--- src/rtl/decode_unescape_fetch_if.sv ---
`default_nettype none
// ============================================================================
// Module      : decode_unescape_fetch_if
// Description : Bundles the byte-stream input and the assembled-instruction
//               output of the decoder front end.
//   Byte side  : byte_valid, byte_in[7:0], byte_last  -> block
//                byte_ready                           <- block
//   Instr side : out_valid, unescaped_instr[71:0], is_2byte, body_len[3:0],
//                pfx_opsize, pfx_addrsize, pfx_lock, pfx_rep, pfx_repne,
//                pfx_seg[2:0], instr_err              <- block
//                out_ready                            -> block
//   master     : the front-end block (instruction producer)
//   slave      : the surroundings (byte source and phase-2 consumer)
// Revision    : 1.0 - initial release
// ============================================================================
interface decode_unescape_fetch_if;
  logic        byte_valid;
  logic [7:0]  byte_in;
  logic        byte_last;
  logic        byte_ready;

  logic        out_valid;
  logic        out_ready;
  logic [71:0] unescaped_instr;
  logic        is_2byte;
  logic [3:0]  body_len;
  logic        pfx_opsize;
  logic        pfx_addrsize;
  logic        pfx_lock;
  logic        pfx_rep;
  logic        pfx_repne;
  logic [2:0]  pfx_seg;
  logic        instr_err;

  modport master (
    input  byte_valid, byte_in, byte_last, out_ready,
    output byte_ready, out_valid, unescaped_instr, is_2byte, body_len,
           pfx_opsize, pfx_addrsize, pfx_lock, pfx_rep, pfx_repne,
           pfx_seg, instr_err
  );

  modport slave (
    output byte_valid, byte_in, byte_last, out_ready,
    input  byte_ready, out_valid, unescaped_instr, is_2byte, body_len,
           pfx_opsize, pfx_addrsize, pfx_lock, pfx_rep, pfx_repne,
           pfx_seg, instr_err
  );
endinterface
`default_nettype wire

--- src/rtl/decode_unescape_fetch.sv ---
`default_nettype none
// ============================================================================
// Module      : decode_unescape_fetch
// Description : Byte-serial x86 decoder front end. Takes one raw byte per
//               cycle, strips legacy prefixes and the 0x0F escape, and packs
//               up to 9 body bytes into a 72-bit word handed to decode
//               phase 2 over a valid/ready handshake.
//   clk   : sole clock, rising edge
//   rst   : synchronous, active-high reset
//   bus   : decode_unescape_fetch_if.master (byte stream in, instruction out)
// Revision    : 1.0 - initial release
// ============================================================================
module decode_unescape_fetch (
  input  wire                           clk,
  input  wire                           rst,
  decode_unescape_fetch_if.master       bus
);

  typedef enum logic [1:0] {
    S_PREFIX = 2'd0,
    S_BODY   = 2'd1,
    S_HOLD   = 2'd2
  } state_t;

  localparam logic [3:0] BODY_MAX  = 4'd9;
  localparam logic [3:0] TOTAL_MAX = 4'd15;

  state_t      state;
  logic        ready;
  logic        valid;
  logic [71:0] instr;
  logic        two_byte;
  logic [3:0]  len;
  logic [3:0]  total;
  logic        opsize;
  logic        addrsize;
  logic        lock;
  logic        rep;
  logic        repne;
  logic [2:0]  seg;
  logic        err;

  logic        accept;
  logic [7:0]  b;
  logic        is_seg;
  logic [2:0]  seg_code;
  logic        is_pfx;

  // ready mirrors (state != S_HOLD) but is kept as its own flop so that
  // byte_ready leaves the block straight from a register.
  assign accept = bus.byte_valid & ready;
  assign b      = bus.byte_in;

  // Segment override decode; code 0 is reserved for "no override".
  always_comb begin
    is_seg   = 1'b1;
    seg_code = 3'd0;
    case (b)
      8'h26:   seg_code = 3'd1;
      8'h2E:   seg_code = 3'd2;
      8'h36:   seg_code = 3'd3;
      8'h3E:   seg_code = 3'd4;
      8'h64:   seg_code = 3'd5;
      8'h65:   seg_code = 3'd6;
      default: is_seg   = 1'b0;
    endcase
  end

  always_comb begin
    is_pfx = is_seg;
    case (b)
      8'h66, 8'h67, 8'hF0, 8'hF2, 8'hF3: is_pfx = 1'b1;
      default: ;
    endcase
  end

  always_ff @(posedge clk) begin
    if (rst) begin
      state    <= S_PREFIX;
      ready    <= 1'b1;
      valid    <= 1'b0;
      instr    <= 72'd0;
      two_byte <= 1'b0;
      len      <= 4'd0;
      total    <= 4'd0;
      opsize   <= 1'b0;
      addrsize <= 1'b0;
      lock     <= 1'b0;
      rep      <= 1'b0;
      repne    <= 1'b0;
      seg      <= 3'd0;
      err      <= 1'b0;
    end else begin
      case (state)
        S_PREFIX, S_BODY: begin
          if (accept) begin
            if (total != TOTAL_MAX) begin
              total <= total + 4'd1;
            end

            if (total == TOTAL_MAX) begin
              // 16th (or later) byte of one instruction: dropped.
              err <= 1'b1;
            end else if (state == S_PREFIX) begin
              if (is_pfx) begin
                if (is_seg)    seg      <= seg_code;
                if (b == 8'h66) opsize   <= 1'b1;
                if (b == 8'h67) addrsize <= 1'b1;
                if (b == 8'hF0) lock     <= 1'b1;
                if (b == 8'hF3) rep      <= 1'b1;
                if (b == 8'hF2) repne    <= 1'b1;
                // Instruction ended with no opcode at all.
                if (bus.byte_last) err <= 1'b1;
              end else if (b == 8'h0F) begin
                two_byte <= 1'b1;
                state    <= S_BODY;
                // Escape with nothing after it.
                if (bus.byte_last) err <= 1'b1;
              end else begin
                instr[7:0] <= b;
                len        <= 4'd1;
                state      <= S_BODY;
              end
            end else begin
              // In the body every byte is data, including 0x0F.
              if (len == BODY_MAX) begin
                err <= 1'b1;
              end else begin
                instr[{len, 3'b000} +: 8] <= b;
                len <= len + 4'd1;
              end
            end

            // Overrides any S_BODY move made above.
            if (bus.byte_last) begin
              state <= S_HOLD;
              ready <= 1'b0;
              valid <= 1'b1;
            end
          end
        end

        S_HOLD: begin
          if (bus.out_ready) begin
            state    <= S_PREFIX;
            ready    <= 1'b1;
            valid    <= 1'b0;
            instr    <= 72'd0;
            two_byte <= 1'b0;
            len      <= 4'd0;
            total    <= 4'd0;
            opsize   <= 1'b0;
            addrsize <= 1'b0;
            lock     <= 1'b0;
            rep      <= 1'b0;
            repne    <= 1'b0;
            seg      <= 3'd0;
            err      <= 1'b0;
          end
        end

        default: begin
          state <= S_PREFIX;
          ready <= 1'b1;
          valid <= 1'b0;
        end
      endcase
    end
  end

  assign bus.byte_ready      = ready;
  assign bus.out_valid       = valid;
  assign bus.unescaped_instr = instr;
  assign bus.is_2byte        = two_byte;
  assign bus.body_len        = len;
  assign bus.pfx_opsize      = opsize;
  assign bus.pfx_addrsize    = addrsize;
  assign bus.pfx_lock        = lock;
  assign bus.pfx_rep         = rep;
  assign bus.pfx_repne       = repne;
  assign bus.pfx_seg         = seg;
  assign bus.instr_err       = err;

endmodule
`default_nettype wire
--- src/flat_wrapper.sv ---
// flat-port wrapper written by rule: the top's interface ports become plain ports
module decode_unescape_fetch_flat 
  (clk, rst, bus_byte_valid, bus_byte_in, bus_byte_last, bus_out_ready, bus_byte_ready, bus_out_valid, bus_unescaped_instr, bus_is_2byte, bus_body_len, bus_pfx_opsize, bus_pfx_addrsize, bus_pfx_lock, bus_pfx_rep, bus_pfx_repne, bus_pfx_seg, bus_instr_err);
  decode_unescape_fetch_if bus_i ();
  input  wire clk;
  input  wire rst;
  input wire logic [$bits(bus_i.byte_valid)-1:0] bus_byte_valid;
  input wire logic [$bits(bus_i.byte_in)-1:0] bus_byte_in;
  input wire logic [$bits(bus_i.byte_last)-1:0] bus_byte_last;
  input wire logic [$bits(bus_i.out_ready)-1:0] bus_out_ready;
  output wire logic [$bits(bus_i.byte_ready)-1:0] bus_byte_ready;
  output wire logic [$bits(bus_i.out_valid)-1:0] bus_out_valid;
  output wire logic [$bits(bus_i.unescaped_instr)-1:0] bus_unescaped_instr;
  output wire logic [$bits(bus_i.is_2byte)-1:0] bus_is_2byte;
  output wire logic [$bits(bus_i.body_len)-1:0] bus_body_len;
  output wire logic [$bits(bus_i.pfx_opsize)-1:0] bus_pfx_opsize;
  output wire logic [$bits(bus_i.pfx_addrsize)-1:0] bus_pfx_addrsize;
  output wire logic [$bits(bus_i.pfx_lock)-1:0] bus_pfx_lock;
  output wire logic [$bits(bus_i.pfx_rep)-1:0] bus_pfx_rep;
  output wire logic [$bits(bus_i.pfx_repne)-1:0] bus_pfx_repne;
  output wire logic [$bits(bus_i.pfx_seg)-1:0] bus_pfx_seg;
  output wire logic [$bits(bus_i.instr_err)-1:0] bus_instr_err;
  assign bus_i.byte_valid = bus_byte_valid;
  assign bus_i.byte_in = bus_byte_in;
  assign bus_i.byte_last = bus_byte_last;
  assign bus_i.out_ready = bus_out_ready;
  assign bus_byte_ready = bus_i.byte_ready;
  assign bus_out_valid = bus_i.out_valid;
  assign bus_unescaped_instr = bus_i.unescaped_instr;
  assign bus_is_2byte = bus_i.is_2byte;
  assign bus_body_len = bus_i.body_len;
  assign bus_pfx_opsize = bus_i.pfx_opsize;
  assign bus_pfx_addrsize = bus_i.pfx_addrsize;
  assign bus_pfx_lock = bus_i.pfx_lock;
  assign bus_pfx_rep = bus_i.pfx_rep;
  assign bus_pfx_repne = bus_i.pfx_repne;
  assign bus_pfx_seg = bus_i.pfx_seg;
  assign bus_instr_err = bus_i.instr_err;
  decode_unescape_fetch u_core (.clk(clk), .rst(rst), .bus(bus_i));
endmodule
--- config.mk ---
export PLATFORM = sky130hd
export DESIGN_NAME = decode_unescape_fetch_flat
export DESIGN_NICKNAME = d
export VERILOG_FILES = /design/src/rtl/decode_unescape_fetch_if.sv /design/src/rtl/decode_unescape_fetch.sv /design/src/flat_wrapper.sv
export SDC_FILE = /design/constraint.sdc
export NUM_CORES = 1
export LEC_CHECK = 0
export CAP_MARGIN = 20
export CORE_MARGIN = 8
export CORE_UTILIZATION = 45
export CTS_CLUSTER_DIAMETER = 200
export DETAILED_ROUTE_END_ITERATION = 7
export PLACE_DENSITY_LB_ADDON = 0.25
export RECOVER_POWER = 50
export SYNTH_ARGS = -nofsm -noshare
export SYNTH_HDL_FRONTEND = slang
export SYNTH_SLANG_ARGS = --single-unit
--- constraint.sdc ---
create_clock -name clk -period 3.4 [get_ports clk]
set_clock_uncertainty 0.1 [all_clocks]
set_input_delay 0.68 -clock clk [delete_from_list [all_inputs] [get_ports clk]]
set_output_delay 0.68 -clock clk [all_outputs]
set_load 0.005 [all_outputs]
Word level (Yosys, flattened, before mapping)

Index checks and enable logic that the tools add are counted.

Add/sub/neg operators: 3
Multiply operators: 0
Div/mod/pow operators: 0
Magnitude comparators: 0
Eq/ne operators: 42
Shift operators: 2
Muxes and demuxes: 90
Bitwise gates (word level): 1
Reductions and logical operators: 18

Operators with widths:

| kind                                                                    | count |
|---|---|
| 72-bit two-way mux                                                      | 4 |
| 72-bit case mux with 2 select lines                                     | 1 |
| 72-bit bitwise mux                                                      | 1 |
| 8-bit by 9-bit variable shift with 72-bit output, first input constant  | 1 |
| 8-bit by 9-bit indexed part select with 72-bit output                   | 1 |
| 64-bit two-way mux                                                      | 1 |
| 7-bit AND reduction                                                     | 8 |
| 1-bit two-way mux                                                       | 45 |
| 4-bit two-way mux                                                       | 9 |
| 8-bit by 6-bit equality test with 1-bit output, second input constant   | 4 |
| 8-bit by 7-bit equality test with 1-bit output, second input constant   | 4 |
| 8-bit equality test, second input constant                              | 3 |
| 8-bit two-way mux                                                       | 3 |
| 2-bit by 1-bit inequality test with 1-bit output, second input constant | 11 |
| 3-bit two-way mux                                                       | 6 |
| 1-bit case mux with 2 select lines                                      | 9 |
| 3-bit case mux with 6 select lines                                      | 1 |
| 4-bit case mux with 2 select lines                                      | 2 |
| 2-bit two-way mux                                                       | 6 |
| 2-bit inequality test, second input constant                            | 6 |
| 3-bit inequality test, second input constant                            | 4 |
| 5-bit AND reduction                                                     | 2 |
| 7-bit negator with 9-bit output                                         | 1 |
| 4-bit by 1-bit adder with 4-bit output, second input constant           | 2 |
| other kinds (19)                                                        | 21 |

Register bits after elaboration: 94
Latch bits: 0
Memory bits (writable): 0
Memory bits (read-only): 0
Output and inout port bits: 88
Logic and storage cells: 171
Memories: 0

Depth between registers and ports, before layout

Gate-level depths: netlist of run 1.

Word-level depth: 10
Gate-level depth with buffers: 11
Mapped depth without buffers: 8

Worst setup path after synthesis of run 1

No wires, ideal clock.

Kind: input port to flip-flop
From: in bus_byte_in[2]
To: reg u_core.len[1] (netlist: u_core.bus.body_len[1])
Arrival time: 2.237 ns
Data required time: 3.230 ns
Path slack: 0.993 ns
Cell stages on the path: 7
Path buffers: 1
Path through: buf_2 -> or4bb_1 -> o32ai_1 -> a211oi_2 -> a21boi_1 -> or3_1 -> a21oi_1

Word-level cells in the longest chain between the ends: 6

RTL lines:

| item                                                                                                             | RTL line                     | source |
|---|---|---|
| start: declaration                                                                                               | flat_wrapper.sv:8            | `input wire logic [$bits(bus_i.byte_in)-1:0] bus_byte_in;` |
| 8-bit by 6-bit equality test with 1-bit output or 8-bit by 7-bit equality test with 1-bit output (tied branches) | decode_unescape_fetch.sv:58  | `case (b)` |
| 6-bit OR reduction (no line)                                                                                     | --                           |  |
| 1-bit two-way mux                                                                                                | decode_unescape_fetch.sv:58  |  |
| 1-bit two-way mux                                                                                                | decode_unescape_fetch.sv:71  | `case (b)` |
| 3-bit inequality test (no line)                                                                                  | --                           |  |
| 7-bit AND reduction (no line) *                                                                                  | --                           |  |
| end signal: assignment                                                                                           | decode_unescape_fetch.sv:130 | `len <= len + 4'd1;` |
| end: declaration                                                                                                 | decode_unescape_fetch.sv:33  | `logic [3:0] len;` |

Every way passes the cells marked *; elsewhere a longest branch is shown, timed or not.
A chain may end at the register's enable or synchronous reset.

Worst setup path in the final report of run 1

From: reg u_core.len[0] (netlist: u_core.bus.body_len[0])
To: reg u_core.instr[50] (netlist: u_core.bus.unescaped_instr[50])

Word-level cells in the longest chain between the ends: 8

RTL lines:

| item                                                                                                                      | RTL line                     | source |
|---|---|---|
| 7-bit negator with 9-bit output                                                                                           | decode_unescape_fetch.sv:129 | `instr[{len, 3'b000} +: 8] <= b;` |
| 8-bit by 9-bit indexed part select with 72-bit output or 8-bit by 9-bit variable shift with 72-bit output (tied branches) | decode_unescape_fetch.sv:129 |  |
| 72-bit bitwise mux                                                                                                        | decode_unescape_fetch.sv:129 |  |
| 72-bit two-way mux                                                                                                        | decode_unescape_fetch.sv:126 | `if (len == BODY_MAX) begin` |
| 64-bit two-way mux                                                                                                        | decode_unescape_fetch.sv:104 | `end else if (state == S_PREFIX) begin` |
| 72-bit two-way mux                                                                                                        | decode_unescape_fetch.sv:101 | `if (total == TOTAL_MAX) begin` |
| 72-bit two-way mux                                                                                                        | decode_unescape_fetch.sv:96  | `if (accept) begin` |
| 72-bit case mux with 2 select lines                                                                                       | decode_unescape_fetch.sv:94  | `case (state)` |
| end signal: assignment                                                                                                    | decode_unescape_fetch.sv:82  | `instr <= 72'd0;` |
| end signal: indexed assignment                                                                                            | decode_unescape_fetch.sv:129 |  |
| end signal: assignment                                                                                                    | decode_unescape_fetch.sv:148 | `instr <= 72'd0;` |
| end: declaration                                                                                                          | decode_unescape_fetch.sv:31  | `logic [71:0] instr;` |

Several ways; a longest one is shown, not always the timed one. The select of a mux whose other input is x is not followed.

==> reports/summary.txt, run 1 <==
flop-to-flop setup slack -> 570 ps
Clk Latency, worst-skew pair -> 360 ps
Max Cap Violations -> 0
synth unique cells -> 57
Max stage delay on crit path -> 650 ps
largest net degree at the start of global routing -> 22
metal2 WL -> 5.48 mm
CTS tree -> done
Syn Nets -> 465
Post-synth EDFFs -> 0
Hold Slack -> 350 ps
critical-path maximum fanout -> 15
Die Area -> 12200 µm²
crit path launch -> u_core.bus.body_len[0]
cells on worst reg2reg path -> 7
P_leak -> 2.13 nW
wl on met1 -> 5.26 mm
crit path DAT -> 3020 ps
Port Buffers -> 100
Final TNS setup -> 0 ps
Synth Warn # -> 0
Post-synth top flop -> dfxtp_1
worst hold path class -> reg -> reg
Cell Area, Synth -> 4030 µm²
crit path capture -> u_core.bus.unescaped_instr[50]
initial antenna violation count -> 0
CP Launch Type -> flip-flop
f_max -> 0.353 GHz
top cell type's share of synthesized area -> 0.467
flops & latches, synth -> 94
Worst EP required -> 3590 ps
top-count cell post-synth -> dfxtp_1
gate count after technology mapping -> 447
initial detailed-routing violation count -> 227
# hold bufs at CTS -> 0
part of the power in registers -> 0.544
Tightest Pin Transition -> 978 ps
cts repair resizes -> 0
fin util -> 0.608
Switching Fraction -> 0.288
H-Tree Depth -> 3
final wirelength -> 11.7 mm
core area -> 8720 µm²
critical path cell sequence -> inv_1 > ha_1 > nand2_1 > or3_1 > nor2_1 > nand3_1 > a21oi_1
DR vias/cell -> 5.74
top cells by area, synth -> dfxtp_1 (47%), a22o_1 (9.8%), a21oi_1 (4.0%), nor2_1 (3.8%), nand3_1 (3.7%)
total grt overflow -> 0
vias in the first global route -> 3587
drt drc -> 0
I/O pin total -> 101
chip height -> 111 µm
DRT Pass-1 Iters -> 5
clk sink count -> 94
Synth top cells by count -> dfxtp_1 (94), a22o_1 (45), nor2_1 (41), a21oi_1 (32), nand3_1 (30)
routed length per instance -> 17.9 µm
share of cells above drive strength 1 -> 0.0718
sequential cell area fraction in the yosys report -> 0.467
# diodes -> 0
CTS Buffer Depth -> 2
Design Power -> 2.10 mW
final hold viol count -> 0
GRT Util Overall -> 0.186
Final Cycle Share -> 0.833
Initial Util -> 0.462
P_sw -> 0.605 mW
Crit Path Category -> reg -> reg
PD cells -> 397 nW/µm²
row cnt -> 34
Setup crit end kind -> flip-flop
Mean Syn Cell Area -> 9.01 µm²
Via Count -> 3737
Highest Signal Layer -> met4
Worst slew margin -> 0.347
Setup WS post-layout -> 566 ps
filler cell count -> 743
Critical R2R Capture -> u_core.bus.unescaped_instr[50]
RSZ-0062 raised after global routing -> no
Comb power frac -> 0.124
Clock Power Share -> 0.332
Placer Congestion -> 0.868
WHS Path Cells -> 2
ANT nets after route -> 0
status -> completed
routed length on met3 -> 806 µm
die width -> 111 µm
# setup viols final -> 0
VDD IR max -> 0.231 mV
Root Buffer -> clkbuf_8
Slew Limit Fails -> 0
Post-synth ARST share -> 0
largest area contributor in the netlist -> dfxtp_1
CTS buffer count -> 9
Slowest cell on crit path -> dfxtp_1
Nets -> 556
Internal Pwr Total -> 1.50 mW
Placement Setup Slack -> 267 ps
global-route wire length before repair -> 19.1 mm
Worst-path clk slew -> 100 ps
post-layout minimum cycle time -> 2830 ps
Setup Buffers After CTS -> 0
post-DP HPWL -> 8.53 mm
Layout area overhead -> 31.7%
R2R Path Start -> u_core.bus.body_len[0]
power groups by stage:
stage                     registers (mW)  clock network, mW  logic, mW
after floorplan                     1.16                  0      0.168
after global placement              1.17                  0      0.259
after detailed placement            1.17                  0      0.262
after CTS                           1.15              0.707      0.263
after global routing                1.15              0.755      0.286
final                               1.15              0.698      0.261
worst max-delay path, delay by kind of cell (launching register included):
| kind | cells | cell delay (ps) |
|---|---|---|
| compound gates | 1 | 180 |
| fa+ha+maj | 1 | 480 |
| buf+inv | 1 | 170 |
| flops | 1 | 650 |
| simple gates | 4 | 1180 |
cells by family after synthesis:
group,count (synthesis),share of synthesized area
AOI/OAI and AO/OA,139,0.243
xor gates and xnor gates,4,0.00870
DFF,94,0.467
adders and majority gates,5,0.0155
and+or+nand+nor,164,0.221
buffers and inverters,39,0.0391
muxes,2,0.00497
worst min path at each step:
stage                             start                  end  slack, ps
floorplan           u_core.bus.is_2byte  u_core.bus.is_2byte        340
global placement    u_core.bus.is_2byte  u_core.bus.is_2byte        330
detailed placement   u_core.bus.pfx_rep   u_core.bus.pfx_rep        340
CTS                  u_core.bus.pfx_rep   u_core.bus.pfx_rep        360
global route        u_core.bus.pfx_lock  u_core.bus.pfx_lock        380
finish               u_core.bus.pfx_rep   u_core.bus.pfx_rep        350
per-stage QoR:
step,cells,instance area [µm²]
2_1_floorplan,447,4030
3_3_place_gp,635,5130
3_5_place_dp,635,5130
6_report,651,5300
4_1_cts,651,5310
5_1_grt,651,5300
placed cells by master (no fill, tap or decap), types with 3 or more instances in the layout:
cell             instances
dfxtp_1                 94
dlygate4sd3_1           85
a22o_1                  45
nor2_1                  41
a21oi_1                 32
nand3_1                 30
o21ai_0                 29
nand2_1                 23
nand2b_1                21
clkdlybuf4s50_1         15
nor2b_1                 13
buf_4                   12
clkbuf_8                 9
inv_1                    6
nor3_1                   6
a31oi_1                  5
ha_1                     5
nand4_1                  4
xor2_1                   4
or3_1                    3
a32oi_1                  3
final cells by class:
| class | count | area (µm²) | area share |
|---|---|---|---|
| Multi-Input combinational cell | 314 | 1990 | 0.375 |
| Sequential cell | 94 | 1880 | 0.355 |
| Timing Repair Buffer | 113 | 1090 | 0.206 |
| Tap cell | 108 | 135 | 0.0255 |
| Clock buffer | 10 | 128 | 0.0241 |
| Clock inverter | 6 | 52.6 | 0.00991 |
| Inverter | 6 | 22.5 | 0.00425 |
sequential cells by signal, summed over array words and instances (netlist names):
name                        cells
u_core.bus.pfx_repne            1
u_core.total                    4
u_core.bus.pfx_lock             1
u_core.bus.out_valid            1
u_core.bus.pfx_seg              3
u_core.bus.pfx_opsize           1
u_core.bus.pfx_rep              1
u_core.bus.unescaped_instr     72
u_core.bus.instr_err            1
u_core.bus.is_2byte             1
u_core.bus.body_len             4
u_core.bus.byte_ready           1
u_core.state                    2
u_core.bus.pfx_addrsize         1
metal layers:
layer	up-vias	track usage
met2	130	0.297
met3	11	0.0514
met1	1793	0.239
met4	0	0.0514
li1	1803	-
met5	-	0
No activity file was read; power rests on OpenSTA's default activity.
==> run 2, diff against run 1 <==
--- a/config.mk
+++ b/config.mk
@@ -7,7 +7,7 @@
 export LEC_CHECK = 0
 export CAP_MARGIN = 20
 export CORE_MARGIN = 8
-export CORE_UTILIZATION = 45
+export CORE_UTILIZATION = 44
 export CTS_CLUSTER_DIAMETER = 200
 export DETAILED_ROUTE_END_ITERATION = 7
 export PLACE_DENSITY_LB_ADDON = 0.25
==> constraint.sdc (replaced) <==
create_clock -name clk -period 2.4 [get_ports clk]
set_clock_uncertainty 0.1 [all_clocks]
set_input_delay 0.48 -clock clk [delete_from_list [all_inputs] [get_ports clk]]
set_output_delay 0.48 -clock clk [all_outputs]
set_load 0.005 [all_outputs]
==> run 2 against run 1 <==
Effect of this change:
- non-clock buffer count up 44
- worst setup slack worse by 530 ps
- utilization up 2.4 points
- clock power up 45%
- global-route usage up 0.24 points
==> reports/summary.txt, run 2 (synthesized netlist as in run 1, its figures left out) <==
VDD IR max -> 0.307 mV (was 0.231 mV)
routed length on met3 -> 902 µm (was 806 µm)
vias in the first global route -> 3743 (was 3587)
# hold bufs at CTS -> 0 (unchanged)
routed length per instance -> 17.3 µm (was 17.9 µm)
Hold Path Origin -> u_core.bus.pfx_rep (unchanged)
commonest non-fill, non-tap cell in the layout -> dfxtp_1 (unchanged)
Die Area -> 12500 µm² (was 12200 µm²)
Placer Congestion -> 0.861 (was 0.868)
Port Buffers -> 100 (unchanged)
Root Buffer -> clkbuf_8 (unchanged)
largest net degree at the start of global routing -> 26 (was 22)
ANT nets after route -> 0 (unchanged)
initial antenna violation count -> 0 (unchanged)
# diodes -> 0 (unchanged)
PD cells -> 536 nW/µm² (was 397 nW/µm²)
Nets -> 600 (was 556)
cells on worst reg2reg path -> 8 (was 7)
Slew Limit Fails -> 0 (unchanged)
global-route wire length before repair -> 19.3 mm (was 19.1 mm)
Design Power -> 3.07 mW (was 2.10 mW)
final hold viol count -> 0 (unchanged)
total grt overflow -> 0 (unchanged)
share of cells above drive strength 1 -> 0.158 (was 0.0718)
Setup crit end kind -> flip-flop (unchanged)
GRT Util Overall -> 0.189 (was 0.186)
clk sink count -> 94 (unchanged)
die width -> 112 µm (was 111 µm)
DRT Pass-1 Iters -> 4 (was 5)
crit path DAT -> 2570 ps (was 3020 ps)
worst hold path class -> reg -> reg (unchanged)
chip height -> 112 µm (was 111 µm)
CTS tree -> done (unchanged)
CTS Buffer Depth -> 2 (unchanged)
P_leak -> 2.41 nW (was 2.13 nW)
Worst slew margin -> 0.398 (was 0.347)
Hold Slack -> 349 ps (was 350 ps)
Layout area overhead -> 42.3% (was 31.7%)
flop-to-flop setup slack -> 140 ps (was 570 ps)
Via Count -> 3816 (was 3737)
Worst EP required -> 2610 ps (was 3590 ps)
# setup viols final -> 0 (unchanged)
wl on met1 -> 5.17 mm (was 5.26 mm)
I/O pin total -> 101 (unchanged)
Highest Signal Layer -> met4 (unchanged)
Initial Util -> 0.444 (was 0.462)
filler cell count -> 758 (was 743)
row cnt -> 35 (was 34)
post-DP HPWL -> 8.83 mm (was 8.53 mm)
post-layout minimum cycle time -> 2360 ps
Final Cycle Share -> 0.984
CP Launch Type -> input pin (was flip-flop)
WHS Path Cells -> 2 (unchanged)
f_max -> 0.423 GHz
status -> completed (unchanged)
max FFs per register -> 72 (unchanged)
metal2 WL -> 5.80 mm (was 5.48 mm)
CTS buffer count -> 9 (unchanged)
Crit Path Category -> in -> reg (was reg -> reg)
Clk Latency, worst-skew pair -> 360 ps (about the same)
core area -> 9060 µm² (was 8720 µm²)
DR vias/cell -> 5.47 (was 5.74)
Max Cap Violations -> 0 (unchanged)
initial detailed-routing violation count -> 191 (was 227)
critical-path maximum fanout -> 7 (was 15)
Worst-path clk slew -> 90 ps (was 100 ps)
Final TNS setup -> 0 ps (unchanged)
drt drc -> 0 (unchanged)
R2R Path Start -> u_core.bus.body_len[0] (unchanged)
final wirelength -> 12.1 mm (was 11.7 mm)
Hold Path Sink -> u_core.bus.pfx_rep (unchanged)
most frequent cells in the layout -> dfxtp_1 (94), dlygate4sd3_1 (84), buf_4 (53) (was dfxtp_1 (94), dlygate4sd3_1 (85), a22o_1 (45))
Tightest Pin Transition -> 901 ps (was 978 ps)
Critical R2R Capture -> u_core.bus.unescaped_instr[52] (was u_core.bus.unescaped_instr[50])
H-Tree Depth -> 3 (unchanged)
Setup Buffers After CTS -> 0 (unchanged)
==> run 2: cell types whose count changed in the layout (fill, tap and decap cells not counted), sizes merged <==
| cell | delta |
|---|---|
| clkbuf | +2 |
| buf | +42 |
| dlymetal6s2s | +5 |
| dlygate4sd3 | -1 |
| clkdlybuf4s50 | -4 |
==> run 2: worst max-delay path, stage by stage <==
cell and delay, ps:
clkdlybuf4s50_1 460, or4bb_1 570, o32ai_2 230, a211oi_4 160
nor4_4 310, o21bai_4 200, a22o_1 160
==> run 2: layer usage <==
layer,vias up,GRT usage
li1,1884,-
met1,1790,0.228
met2,129,0.313
met3,13,0.0563
met4,0,0.0620
met5,-,0
==> run 2: how the worst max path moves through the flow <==
stage,from,endpoint,slack (ps),cells after the start
CTS,bus_byte_in[2],u_core.bus.body_len[1],40,7
finish,bus_byte_in[7],u_core.bus.unescaped_instr[2],40,7
global placement,bus_byte_in[2],u_core.bus.unescaped_instr[7],-310,7
detailed placement,bus_byte_in[2],u_core.bus.body_len[1],-340,7
global route,bus_byte_in[7],u_core.bus.unescaped_instr[5],-30,7
floorplan,u_core.bus.body_len[1],u_core.bus.unescaped_instr[56],20,10
==> run 2: metrics by stage <==
stage                     setup slack, ps   util  instance area (µm²)  std cells
after global routing                -30.8  0.632                 5730        698
after floorplan                      19.0      -                 4030        447
after CTS                            37.2  0.625                 5670        698
after detailed placement             -339  0.604                 5470        682
after global placement               -309  0.604                 5470        682
final                                37.7  0.632                 5730        698
==> run 2: final cells by class <==
type                            count  area [µm²]  area share
Timing Repair Buffer              157        1440       0.252
Tap cell                          111         139      0.0242
Sequential cell                    94        1880       0.328
Multi-Input combinational cell    314        2060       0.360
Inverter                            6        22.5     0.00393
Clock inverter                      6        55.1     0.00961
Clock buffer                       10         128      0.0223
==> run 2: where the power goes <==
group | switching, mW | internal (mW)
registers | 0.0212 | 1.59
clock network | 0.612 | 0.397
logic | 0.259 | 0.196
==> run 2: repair_timing <==
item | in CTS | in global routing
resized for setup | 3 | 18
endpoints found under the setup margin | 17 | 43
pin swaps | 0 | 6
==> RTL edit: new RTL, flow settings as in run 1 <==
Reset style: asynchronous (`rst`), changed in one clocked block. Comments in the files are not updated.
--- a/src/rtl/decode_unescape_fetch.sv
+++ b/src/rtl/decode_unescape_fetch.sv
@@ -76,3 +76,3 @@
 
-  always_ff @(posedge clk) begin
+  always_ff @(posedge clk or posedge rst) begin
     if (rst) begin
Function: differs if rst is asserted again (counterexample within 4 cycles, from zero or initial values and one cycle with rst high); with rst held inactive, the same outputs for 4 cycles.
==> RTL edit against run 1 <==
- the flow now finishes with violations (capacitance limit, slew limit)
- synthesized cell count rose by 1.8%
- synthesized area is 12% higher
- cell count increased by 7.8%
- setup slack better by 180 ps
- wire length is 7.9% higher
- design area up 13%
- via count up 3.0%
- worst hold slack gained 31 ps
- utilization up 0.32 points
- sequential cell count unchanged
- largest cell class is now sequential cells
Power is not compared: it rests on default switching activity, and its combinational part moved more than twofold at a synthesized area within 25%.
==> RTL edit: results (changes against run 1) <==
[timing]
timing.hold.ws_ps=381  ; was 350 ps
drv_slew=43  ; was 0
clock.fmax_mhz=377  ; was 353 MHz
worst_slew_pin_slew_ps=1860  ; was 978 ps

[global_routing]
first_global_vias=3896  ; was 3587
grt_max_degree=44  ; was 22
grt_pass1_wl_um=20400  ; was 19100 um
grt_use_total_pct=19.3  ; was 18.6%

[placed_design]
gp_congestion=0.850  ; was 0.868
hpwl_um=9270  ; was 8530 um

[worst_setup_path]
critPathArrivalTime_ps=2800  ; was 3020 ps
r2r_slack_ps=750  ; was 570 ps
cpPeakStageDelay_ps=560  ; was 650 ps
worstPathMaxFanout=12  ; was 15
crit_start=u_core.bus.body_len[1]$_DFFE_PP0P_  ; was u_core.bus.body_len[0]$_SDFFE_PP0P_
rr_endpoint=u_core.bus.unescaped_instr[66]$_DFFE_PP0P_  ; was u_core.bus.unescaped_instr[50]$_SDFFE_PP0P_
slowest_stage=dfrtp_1  ; was dfxtp_1

[min_path]
hold_end=u_core.bus.unescaped_instr[33]$_DFFE_PP0P_  ; was u_core.bus.pfx_rep$_SDFFE_PP0P_

[run]
maxCapViolCount=1  ; was 0

[finish]
drive_above_1_share_pct=9.14  ; was 7.18%
fillCellCount=847  ; was 743
layout.nets=585  ; was 556

[detailed_routing]
routed-via-count=3849  ; was 3737
detail_route.wl_per_cell_um=17.9  ; about the same
drt_iter0_markers=303  ; was 227

[synthesis]
synthArstFlopShare_pct=100  ; was 0%
synth_commonest_cells=93 x dfrtp_1, 51 x nand2_1, 41 x inv_1  ; was 94 x dfxtp_1, 45 x a22o_1, 41 x nor2_1
synth-main-ff-cell=dfrtp_1  ; was dfxtp_1
synth_seq_area_share_pct=52.1  ; was 46.7%
ys_top_cells_by_area=dfrtp_1 52%, o21ai_1 4.3%, nand2_1 4.2%, mux2_1 4.0%, inv_1 3.4%  ; was dfxtp_1 47%, a22o_1 9.8%, a21oi_1 4.0%, nor2_1 3.8%, nand3_1 3.7%

[run_status]
violations=capacitance limit, slew limit
outcome=finished with violations  ; was finished, final reports clean

## RTL edit: cell count changes after synthesis, moves of 16 or more
cell	delta
dfxtp_1	-94
a22o_1	-32
nand2_1	+28
o21ai_1	+38
o21ai_0	-20
dfrtp_1	+93
inv_1	+35
mux2_1	+16
nand2b_1	-19
a21oi_1	-18
## RTL edit: cell type report
type / instances / area share (%)
clock inverters: 6 / 1.59
repair buffers: 121 / 19.5
inverters: 41 / 2.60
flip-flops and latches: 94 / 39.4
clock buffers: 9 / 2.07
well taps: 133 / 2.79
multi-input cells: 298 / 32.0
## RTL edit: worst max-delay path: cells and delay by family, from the launching register on
| kind | cells | cell delay [ps] |
|---|---|---|
| AOI/OAI and AO/OA | 3 | 920 |
| DFF | 1 | 560 |
| and+or+nand+nor | 1 | 420 |
| adders and majority gates | 1 | 290 |
| buffers and inverters | 2 | 240 |
## RTL edit: stage by stage
step | area, sq um | std cells | total power (W) | util (%)
floorplan | 4520 | 455 | 0.00200 | -
detailed placement | 5760 | 687 | 0.00261 | 58.9
global placement | 5760 | 687 | 0.00258 | 58.9
finish | 5970 | 702 | 0.00336 | 61.1
global route | 5970 | 702 | 0.00357 | 61.1
CTS | 5980 | 702 | 0.00343 | 61.2
## RTL edit: cell families (layout without fill, tap and decap cells)
logic type / after synthesis / after routing / share of synthesized area [%]
fa+ha+maj: 7 / 7 / 1.94
simple gates: 146 / 146 / 16.0
mux: 24 / 24 / 5.76
compound gates: 120 / 120 / 18.4
flops: 94 / 94 / 52.1
xor+xnor: 1 / 1 / 0.194
buf+inv: 63 / 177 / 5.54
## RTL edit: power groups by stage
stage	combinational [W]	clock, W	sequential (W)
after floorplan	0.000518	0	0.00149
after global placement	0.00109	0	0.00149
after detailed placement	0.00112	0	0.00149
after CTS	0.00112	0.000831	0.00148
after global routing	0.00119	0.000878	0.00150
final	0.00107	0.000819	0.00147
## RTL edit: per-layer routing
layer	global-route usage (%)	wire (um)	up-vias
li1	-	-	1829
met1	25.1	5650	1895
met2	30.4	5980	110
met3	5.17	778	15
met4	6.83	170	0
met5	0	0	-
## RTL edit: worst max-delay path by stage
stage / end / cells after the start
6_report: u_core.bus.unescaped_instr[66]$_DFFE_PP0P_ / 7
5_1_grt: u_core.state[1]$_DFFE_PP0P_ / 3
4_1_cts: u_core.bus.unescaped_instr[64]$_DFFE_PP0P_ / 7
3_5_place_dp: u_core.bus.unescaped_instr[3]$_DFFE_PP0P_ / 7
2_1_floorplan: u_core.bus.body_len[0]$_DFFE_PP0P_ / 1
3_3_place_gp: u_core.bus.unescaped_instr[6]$_DFFE_PP0P_ / 7
